**src/rtl/timer_multich_if.sv**
```systemverilog
// Control/status bundle for timer_multich: one tick strobe, per-channel start/stop/mode/limit in,
// per-channel running/flag/count out. Counts and limits are packed channel k at [k*WIDTH +: WIDTH].
interface timer_multich_if #(
  parameter int WIDTH  = 28,
  parameter int NUM_CH = 4
);
  logic                      tick_i;
  logic [NUM_CH-1:0]         start_i;
  logic [NUM_CH-1:0]         stop_i;
  logic [NUM_CH-1:0]         mode_i;
  logic [NUM_CH*WIDTH-1:0]   limit_i;
  logic [NUM_CH-1:0]         running_o;
  logic [NUM_CH-1:0]         flag_o;
  logic [NUM_CH*WIDTH-1:0]   count_o;
  logic                      any_flag_o;

  modport master (
    output tick_i, start_i, stop_i, mode_i, limit_i,
    input  running_o, flag_o, count_o, any_flag_o
  );

  modport slave (
    input  tick_i, start_i, stop_i, mode_i, limit_i,
    output running_o, flag_o, count_o, any_flag_o
  );
endinterface

```
**src/rtl/timer_multich.sv**
```systemverilog
// NUM_CH independent tick-gated up-counters with latched limit, periodic/one-shot mode and terminal pulse.
// Outputs registered one clock after the controlling edge (any_flag_o is a pure OR); no backpressure.
module timer_multich #(
  parameter int WIDTH  = 28,
  parameter int NUM_CH = 4
) (
  input  logic           clk_i,
  input  logic           rst_n_i,
  timer_multich_if.slave bus
);

  typedef enum logic {
    ST_IDLE = 1'b0,
    ST_RUN  = 1'b1
  } state_e;

  localparam logic [WIDTH-1:0] CNT_ONE = {{(WIDTH-1){1'b0}}, 1'b1};

  state_e            state_q [NUM_CH];
  state_e            state_d [NUM_CH];
  logic [WIDTH-1:0]  count_q [NUM_CH];
  logic [WIDTH-1:0]  count_d [NUM_CH];
  logic [WIDTH-1:0]  limit_q [NUM_CH];
  logic [WIDTH-1:0]  limit_d [NUM_CH];
  logic [NUM_CH-1:0] mode_q;
  logic [NUM_CH-1:0] mode_d;
  logic [NUM_CH-1:0] flag_q;
  logic [NUM_CH-1:0] flag_d;

  logic [NUM_CH-1:0]       running;
  logic [NUM_CH*WIDTH-1:0] count_flat;

  // Per channel: stop beats start beats counting; the terminal compare uses the latched limit only.
  always_comb begin
    mode_d = mode_q;
    flag_d = '0;
    for (int k = 0; k < NUM_CH; k++) begin
      state_d[k] = state_q[k];
      count_d[k] = count_q[k];
      limit_d[k] = limit_q[k];
      if (bus.stop_i[k]) begin
        state_d[k] = ST_IDLE;
      end else if (bus.start_i[k]) begin
        limit_d[k] = bus.limit_i[k*WIDTH +: WIDTH];
        mode_d[k]  = bus.mode_i[k];
        count_d[k] = '0;
        state_d[k] = ST_RUN;
      end else if (state_q[k] == ST_RUN && bus.tick_i) begin
        if (count_q[k] == limit_q[k]) begin
          flag_d[k] = 1'b1;
          // One-shot parks at the limit; periodic wraps without ever exceeding it.
          if (mode_q[k]) begin
            state_d[k] = ST_IDLE;
          end else begin
            count_d[k] = '0;
          end
        end else begin
          count_d[k] = count_q[k] + CNT_ONE;
        end
      end
    end
  end

  always_ff @(posedge clk_i or negedge rst_n_i) begin
    if (!rst_n_i) begin
      for (int k = 0; k < NUM_CH; k++) begin
        state_q[k] <= ST_IDLE;
        count_q[k] <= '0;
        limit_q[k] <= '0;
      end
      mode_q <= '0;
      flag_q <= '0;
    end else begin
      for (int k = 0; k < NUM_CH; k++) begin
        state_q[k] <= state_d[k];
        count_q[k] <= count_d[k];
        limit_q[k] <= limit_d[k];
      end
      mode_q <= mode_d;
      flag_q <= flag_d;
    end
  end

  always_comb begin
    running    = '0;
    count_flat = '0;
    for (int k = 0; k < NUM_CH; k++) begin
      running[k]                 = (state_q[k] == ST_RUN);
      count_flat[k*WIDTH +: WIDTH] = count_q[k];
    end
  end

  assign bus.running_o  = running;
  assign bus.count_o    = count_flat;
  assign bus.flag_o     = flag_q;
  assign bus.any_flag_o = |flag_q;

endmodule

```
**src/flat_wrapper.sv**
```systemverilog
// flat-port wrapper written by rule: the top's interface ports become plain ports
module timer_multich_flat 
#(
  parameter int WIDTH  = 28,
  parameter int NUM_CH = 4
)
  (clk_i, rst_n_i, bus_tick_i, bus_start_i, bus_stop_i, bus_mode_i, bus_limit_i, bus_running_o, bus_flag_o, bus_count_o, bus_any_flag_o);
  timer_multich_if #(.WIDTH(WIDTH), .NUM_CH(NUM_CH)) bus_i ();
  input  logic clk_i;
  input  logic rst_n_i;
  input wire logic [$bits(bus_i.tick_i)-1:0] bus_tick_i;
  input wire logic [$bits(bus_i.start_i)-1:0] bus_start_i;
  input wire logic [$bits(bus_i.stop_i)-1:0] bus_stop_i;
  input wire logic [$bits(bus_i.mode_i)-1:0] bus_mode_i;
  input wire logic [$bits(bus_i.limit_i)-1:0] bus_limit_i;
  output wire logic [$bits(bus_i.running_o)-1:0] bus_running_o;
  output wire logic [$bits(bus_i.flag_o)-1:0] bus_flag_o;
  output wire logic [$bits(bus_i.count_o)-1:0] bus_count_o;
  output wire logic [$bits(bus_i.any_flag_o)-1:0] bus_any_flag_o;
  assign bus_i.tick_i = bus_tick_i;
  assign bus_i.start_i = bus_start_i;
  assign bus_i.stop_i = bus_stop_i;
  assign bus_i.mode_i = bus_mode_i;
  assign bus_i.limit_i = bus_limit_i;
  assign bus_running_o = bus_i.running_o;
  assign bus_flag_o = bus_i.flag_o;
  assign bus_count_o = bus_i.count_o;
  assign bus_any_flag_o = bus_i.any_flag_o;
  timer_multich #(.WIDTH(WIDTH), .NUM_CH(NUM_CH)) u_core (.clk_i(clk_i), .rst_n_i(rst_n_i), .bus(bus_i));
endmodule
```
**config.mk**
```make
export PLATFORM = sky130hd
export DESIGN_NAME = timer_multich_flat
export DESIGN_NICKNAME = d
export VERILOG_FILES = /design/src/rtl/timer_multich_if.sv /design/src/rtl/timer_multich.sv /design/src/flat_wrapper.sv
export SDC_FILE = /design/constraint.sdc
export NUM_CORES = 1
export LEC_CHECK = 0
export BUFFER_PORTS_ARGS = -buffer_cell sky130_fd_sc_hd__buf_4
export CAP_MARGIN = 40
export CORE_AREA = 2 2 138 208
export CTS_CLUSTER_SIZE = 24
export DETAILED_ROUTE_END_ITERATION = 10
export DIE_AREA = 0 0 140 210
export HOLD_SLACK_MARGIN = 0.05
export PLACE_DENSITY = 0.67
export SLEW_MARGIN = 10
export SYNTH_ARGS = -nofsm -noshare
export SYNTH_HDL_FRONTEND = slang
export SYNTH_SLANG_ARGS = --single-unit
export TNS_END_PERCENT = 50
```
**constraint.sdc**
```tcl
create_clock -name clk_i -period 2.95 [get_ports clk_i]
set_clock_uncertainty 0.05 [all_clocks]
set_input_delay 0.1475 -clock clk_i [delete_from_list [all_inputs] [get_ports clk_i]]
set_output_delay 0.1475 -clock clk_i [all_outputs]
set_load 0.01 [all_outputs]
```
* Word level (Yosys, flattened, before mapping)
Index checks and enable logic that the tools add are counted.
Storage, ports and cells: flip-flop bits (word level) 236, input bits 127, output and inout bits 121, word-level logic and storage cells 118
Operators by class: $add $sub $neg 4, equality and inequality tests 8, multiplexer cells 52, bitwise gates (word level) 4, reduce and logical (&&, ||, !) cells 33
Operators with widths (number):
- 28-bit two-way mux | 16
- 28-bit by 1-bit adder with 28-bit output (second input constant) | 4
- 28-bit == test | 4
- 1-bit two-way mux | 36
- 3-bit nonzero test | 12
- 3-bit AND reduction | 8
- 3-bit != test (second input constant) | 4
- 2-bit AND reduction | 4
- 2-bit nonzero test | 4
- 1-bit logical AND | 4
- 1-bit NOT | 4
- 4-bit OR reduction | 1

* Longest topological paths before layout
depth after elaboration 5, gate-level depth with buffers 9, mapped depth without buffers 7

* Worst setup path before layout
OpenSTA, ideal clock, no wires.
kind register to register, start point reg u_core.count_q, in the netlist u_core.bus.count_o[84], end point reg u_core.count_q, in the netlist u_core.bus.count_o[106], library setup time 131 ps, arrival time 2017 ps, data required time 2769 ps, setup slack 753 ps, cell stages (with the launch flop) 9, buffers on the path 1, period minus slack after synthesis 2197 ps, path through dfrtp_1 -> ha_1 -> nand3_1 -> nor4_1 -> and2_0 -> buf_2 -> a31oi_1 -> a22oi_1 -> o31ai_1
On the way: cells in the longest elaborated chain, start to end 4, elaborated cells on any way between the ends 7, classes of those cells add/sub: 1; eq/ne: 2; mux: 3; reduce/logical: 1
Ends and longest elaborated chain:
- start, declared | line timer_multich.sv:21 | logic [WIDTH-1:0] count_q [NUM_CH];
- start signal, assigned by index | line timer_multich.sv:76 | count_q[k] <= count_d[k];
- 28-bit by 1-bit adder with 28-bit output / 28-bit == test (equally long branches) | line timer_multich.sv:58, timer_multich.sv:49
- 28-bit two-way mux | line timer_multich.sv:49 | if (count_q[k] == limit_q[k]) begin
- 28-bit two-way mux | line timer_multich.sv:48 | end else if (state_q[k] == ST_RUN && bus.tick_i) begin
- 28-bit two-way mux | line timer_multich.sv:43 | end else if (bus.start_i[k]) begin
Several ways; a longest one is shown, not always the timed one. The select of a mux whose other input is x is not followed. A chain may end at the register's enable or synchronous reset.

* Final worst setup path
start point reg u_core.count_q, in the netlist u_core.bus.count_o[97], end point reg u_core.state_q, in the netlist u_core.bus.running_o[3]
On the way: cells in the longest elaborated chain, start to end 3
Ends and longest elaborated chain:
- 28-bit == test | line timer_multich.sv:49
- 3-bit nonzero test (no line)
- 3-bit AND reduction (no line)
- end signal, assigned by index | line timer_multich.sv:75 | state_q[k] <= state_d[k];
- end, declared | line timer_multich.sv:19 | state_e state_q [NUM_CH];
Every way passes these cells.

==> results.toml <==
[route]
detail_route.wirelength_mm = 36.69
vias = 10879
drt-initial-drc-count = 793
drtAntennaViolNets = 0
detail_route.first_pass.iterations = 9
route.detailed.drc = 18
drt-wirelength-per-cell_microns = 19.01
detail_route.vias_per_cell = 5.637

[timing]
report.final.hold_viol_count = 0
timing.setup.tns_ps = 0
setup_viol_count_final = 0
final_period_minus_worst_setup_slack_ps = 2669
worst_slew_margin_rel_pct = 49.76
timing_worst_slew_pin_value_ps = 753.5
rsz0062_at_grt = "no"
timing.final.ws_setup_ps = 281.2
timing.fmax_ghz = 0.3747
whs_ps = 196.9
final.period_utilization_pct = 90.47
slew_violations = 0

[worst_setup_path]
crit_fanout = 9
critical-path-max-stage-delay_ps = 550
critical_path_cell_sequence = "xor2_1 > nor4_1 > and4_1 > buf_4 > nand4_1 > a21oi_1 > nor2_1 > dlygate4sd3_1"
startpoint_type = "register"
cp.required_ps = 3310
criticalPathCategory = "register to register"
crit_path_top_delay_cell = "sky130_fd_sc_hd__dlygate4sd3_1"
crit_path_end_kind = "register"
arrival_time_reported_for_the_critical_path_endpoint_ps = 3030

[synthesis]
synth-seq-cells = 236
netlist-cell-type-count = 57
netlist_area_sq_um = 12260
syn_area_per_cell_sq_um = 10.43
synth_warnings = 0
synth_sequential_area_ratio_pct = 48.17
ys_async_sr_fraction_pct = 100.0
synthesis.nets = 1306
synth_flop_cell = "sky130_fd_sc_hd__dfrtp_1"
number_of_synthesized_flops_with_an_enable_pin = 0
postSynthCellCount = 1175

[floorplan]
core-area_sq_um = 27680
std_cell_rows = 75
fp.dieW_microns = 140
fp.dieArea_sq_um = 29400
pin_count = 248
die_h_microns = 210
floorplan.initialDensity_pct = 44.29

[power]
p_comb_share_pct = 18.7
power_per_cell_area_nw_per_um2 = 530.3
cell_internal_power_mw = 6.475
leakagePower_nw = 7.237
total_power_mw = 8.929
share_seq_of_total_power_pct = 45.0
vdd_drop_max_v = 0.0004673
power_frac_clock_pct = 36.3
netSwitchingPower_mw = 2.454
switching_share_pct = 27.48

[cts]
postCtsSetupBuffers = 0
root_buffer = "sky130_fd_sc_hd__clkbuf_16"
h-tree-depth = 1
cts_hold_buffers = 131
clkSinkCount = 236
path_clk_slew_ps = 60
clock_insertion_delay_worst_skew_ps = 540
ctsLongestPathBuffers = 3
cts-buffers-inserted = 25
postCtsResizedCells = 0
cts_tree = "built"

[placed_design]
io_buffer_count = 247
place.gp.congestion = 0.8537
post-dp-hpwl_mm = 25.35
detailedPlace.worstSlack_ps = 441.9

[layout]
drive_above_1_share_pct = 29.48
final_cell_mix = "sky130_fd_sc_hd__buf_4, sky130_fd_sc_hd__dfrtp_1, sky130_fd_sc_hd__dlygate4sd3_1"
num-nets-final = 1696
synthToLayoutAreaGrowth_pct = 37.32
mostFrequentLayoutCell = "sky130_fd_sc_hd__buf_4"
postLayoutCoreUtil_pct = 60.82
antennaDiodeCount = 0

[hold_path]
timing.hold.worst.class = "primary input to async pin"

[grt]
grtUsageTotal_pct = 24.84
grt_overflow = 0
antenna_found_initial = 0
grt_pass1_vias = 11110
grt_start_max_net_pins = 95
global_route_wire_length_before_repair_mm = 59.11

[status]
failed_checks = "design-rule violations"
outcome = "finished with violations"

[job]
cap_violations = 0
power by group through the flow:
stage	Combinational [mW]	Clock (mW)	Sequential (mW)
final	1.67	3.24	4.02
after global routing	1.81	3.46	4.07
after CTS	1.67	3.33	4.02
after detailed placement	1.52	0	4.08
after global placement	1.49	0	4.06
after floorplan	0.880	0	3.98
cell usage after synthesis, drive strengths merged, types with 18 or more instances:
| master | count | share of area (%) |
|---|---|---|
| and3 | 18 | 0.96 |
| nor2 | 22 | 0.67 |
| o21ai | 30 | 1.3 |
| dfrtp | 236 | 48 |
| xnor2 | 84 | 6.0 |
| buf | 36 | 1.4 |
| nand4 | 50 | 2.6 |
| a21oi | 28 | 1.1 |
| nand2 | 122 | 3.7 |
| mux2 | 115 | 11 |
| o311ai | 38 | 2.7 |
| nand3 | 103 | 4.2 |
| a22oi | 20 | 1.2 |
| o31ai | 22 | 1.3 |
| inv | 25 | 0.77 |
| clkbuf | 28 | 0.88 |
| xor2 | 28 | 2.0 |
final timing paths:
kind                                             start                      end  slack (ps)  cells after the start
worst max register to register  u_core.bus.count_o[97]  u_core.bus.running_o[3]         280                      8
worst max-delay path            u_core.bus.count_o[97]  u_core.bus.running_o[3]         280                      8
worst min register to register      u_core.limit_q[14]       u_core.limit_q[14]         470                      1
max in group asynchronous                      rst_n_i   u_core.bus.count_o[28]        1870                      3
worst min-delay path                           rst_n_i       u_core.limit_q[60]         200                      2
min in group clk_i                          bus_tick_i   u_core.bus.count_o[72]         200                      5
through the flow:
stage / cell area (sq um) / cells
finish: 16840 / 1930
floorplan: 12260 / 1175
global placement: 14680 / 1753
detailed placement: 14680 / 1753
global route: 16840 / 1930
CTS: 16840 / 1930
registers in the layout, summed over array words and instances, names as in the netlist:
| signal | cells |
|---|---|
| u_core.mode_q | 4 |
| u_core.bus.running_o | 4 |
| u_core.bus.count_o | 112 |
| u_core.bus.flag_o | 4 |
| u_core.limit_q | 112 |
cells by family after synthesis:
family	after synthesis	synth area share, %
muxes	124	11.30
xor gates and xnor gates	112	8.001
buffers and inverters	89	3.062
adders and majority gates	4	0.4082
and+or+nand+nor	422	18.15
DFF	236	48.17
AOI/OAI and AO/OA	188	10.91
critical path, delay by kind of cell, from the launching register on:
family	cells	cell delay (ps)
simple gates	4	950
buf+inv	2	700
compound gates	1	170
xor+xnor	1	200
flops	1	490
area by class of cell:
| class | count | area (sq um) |
|---|---|---|
| flip-flops and latches | 236 | 5906 |
| clock inverters | 5 | 78.83 |
| well taps | 346 | 432.9 |
| fillers | 2262 | 10850 |
| inverters | 25 | 93.84 |
| multi-input cells | 850 | 5993 |
| repair buffers | 427 | 3566 |
| clock buffers | 41 | 765.7 |
layer usage:
layer  wire length [microns]  up-vias  GRT usage (%)  share of wire, %
li1                        -     5102              -                 -
met1                   14240     5350          29.61                39
met2                   19190      349          45.24                52
met3                    1934       78          3.498               5.3
met4                    1327        0          9.718               3.6
met5                       0        -              0                 0
Power figures use the tool's default switching activity.
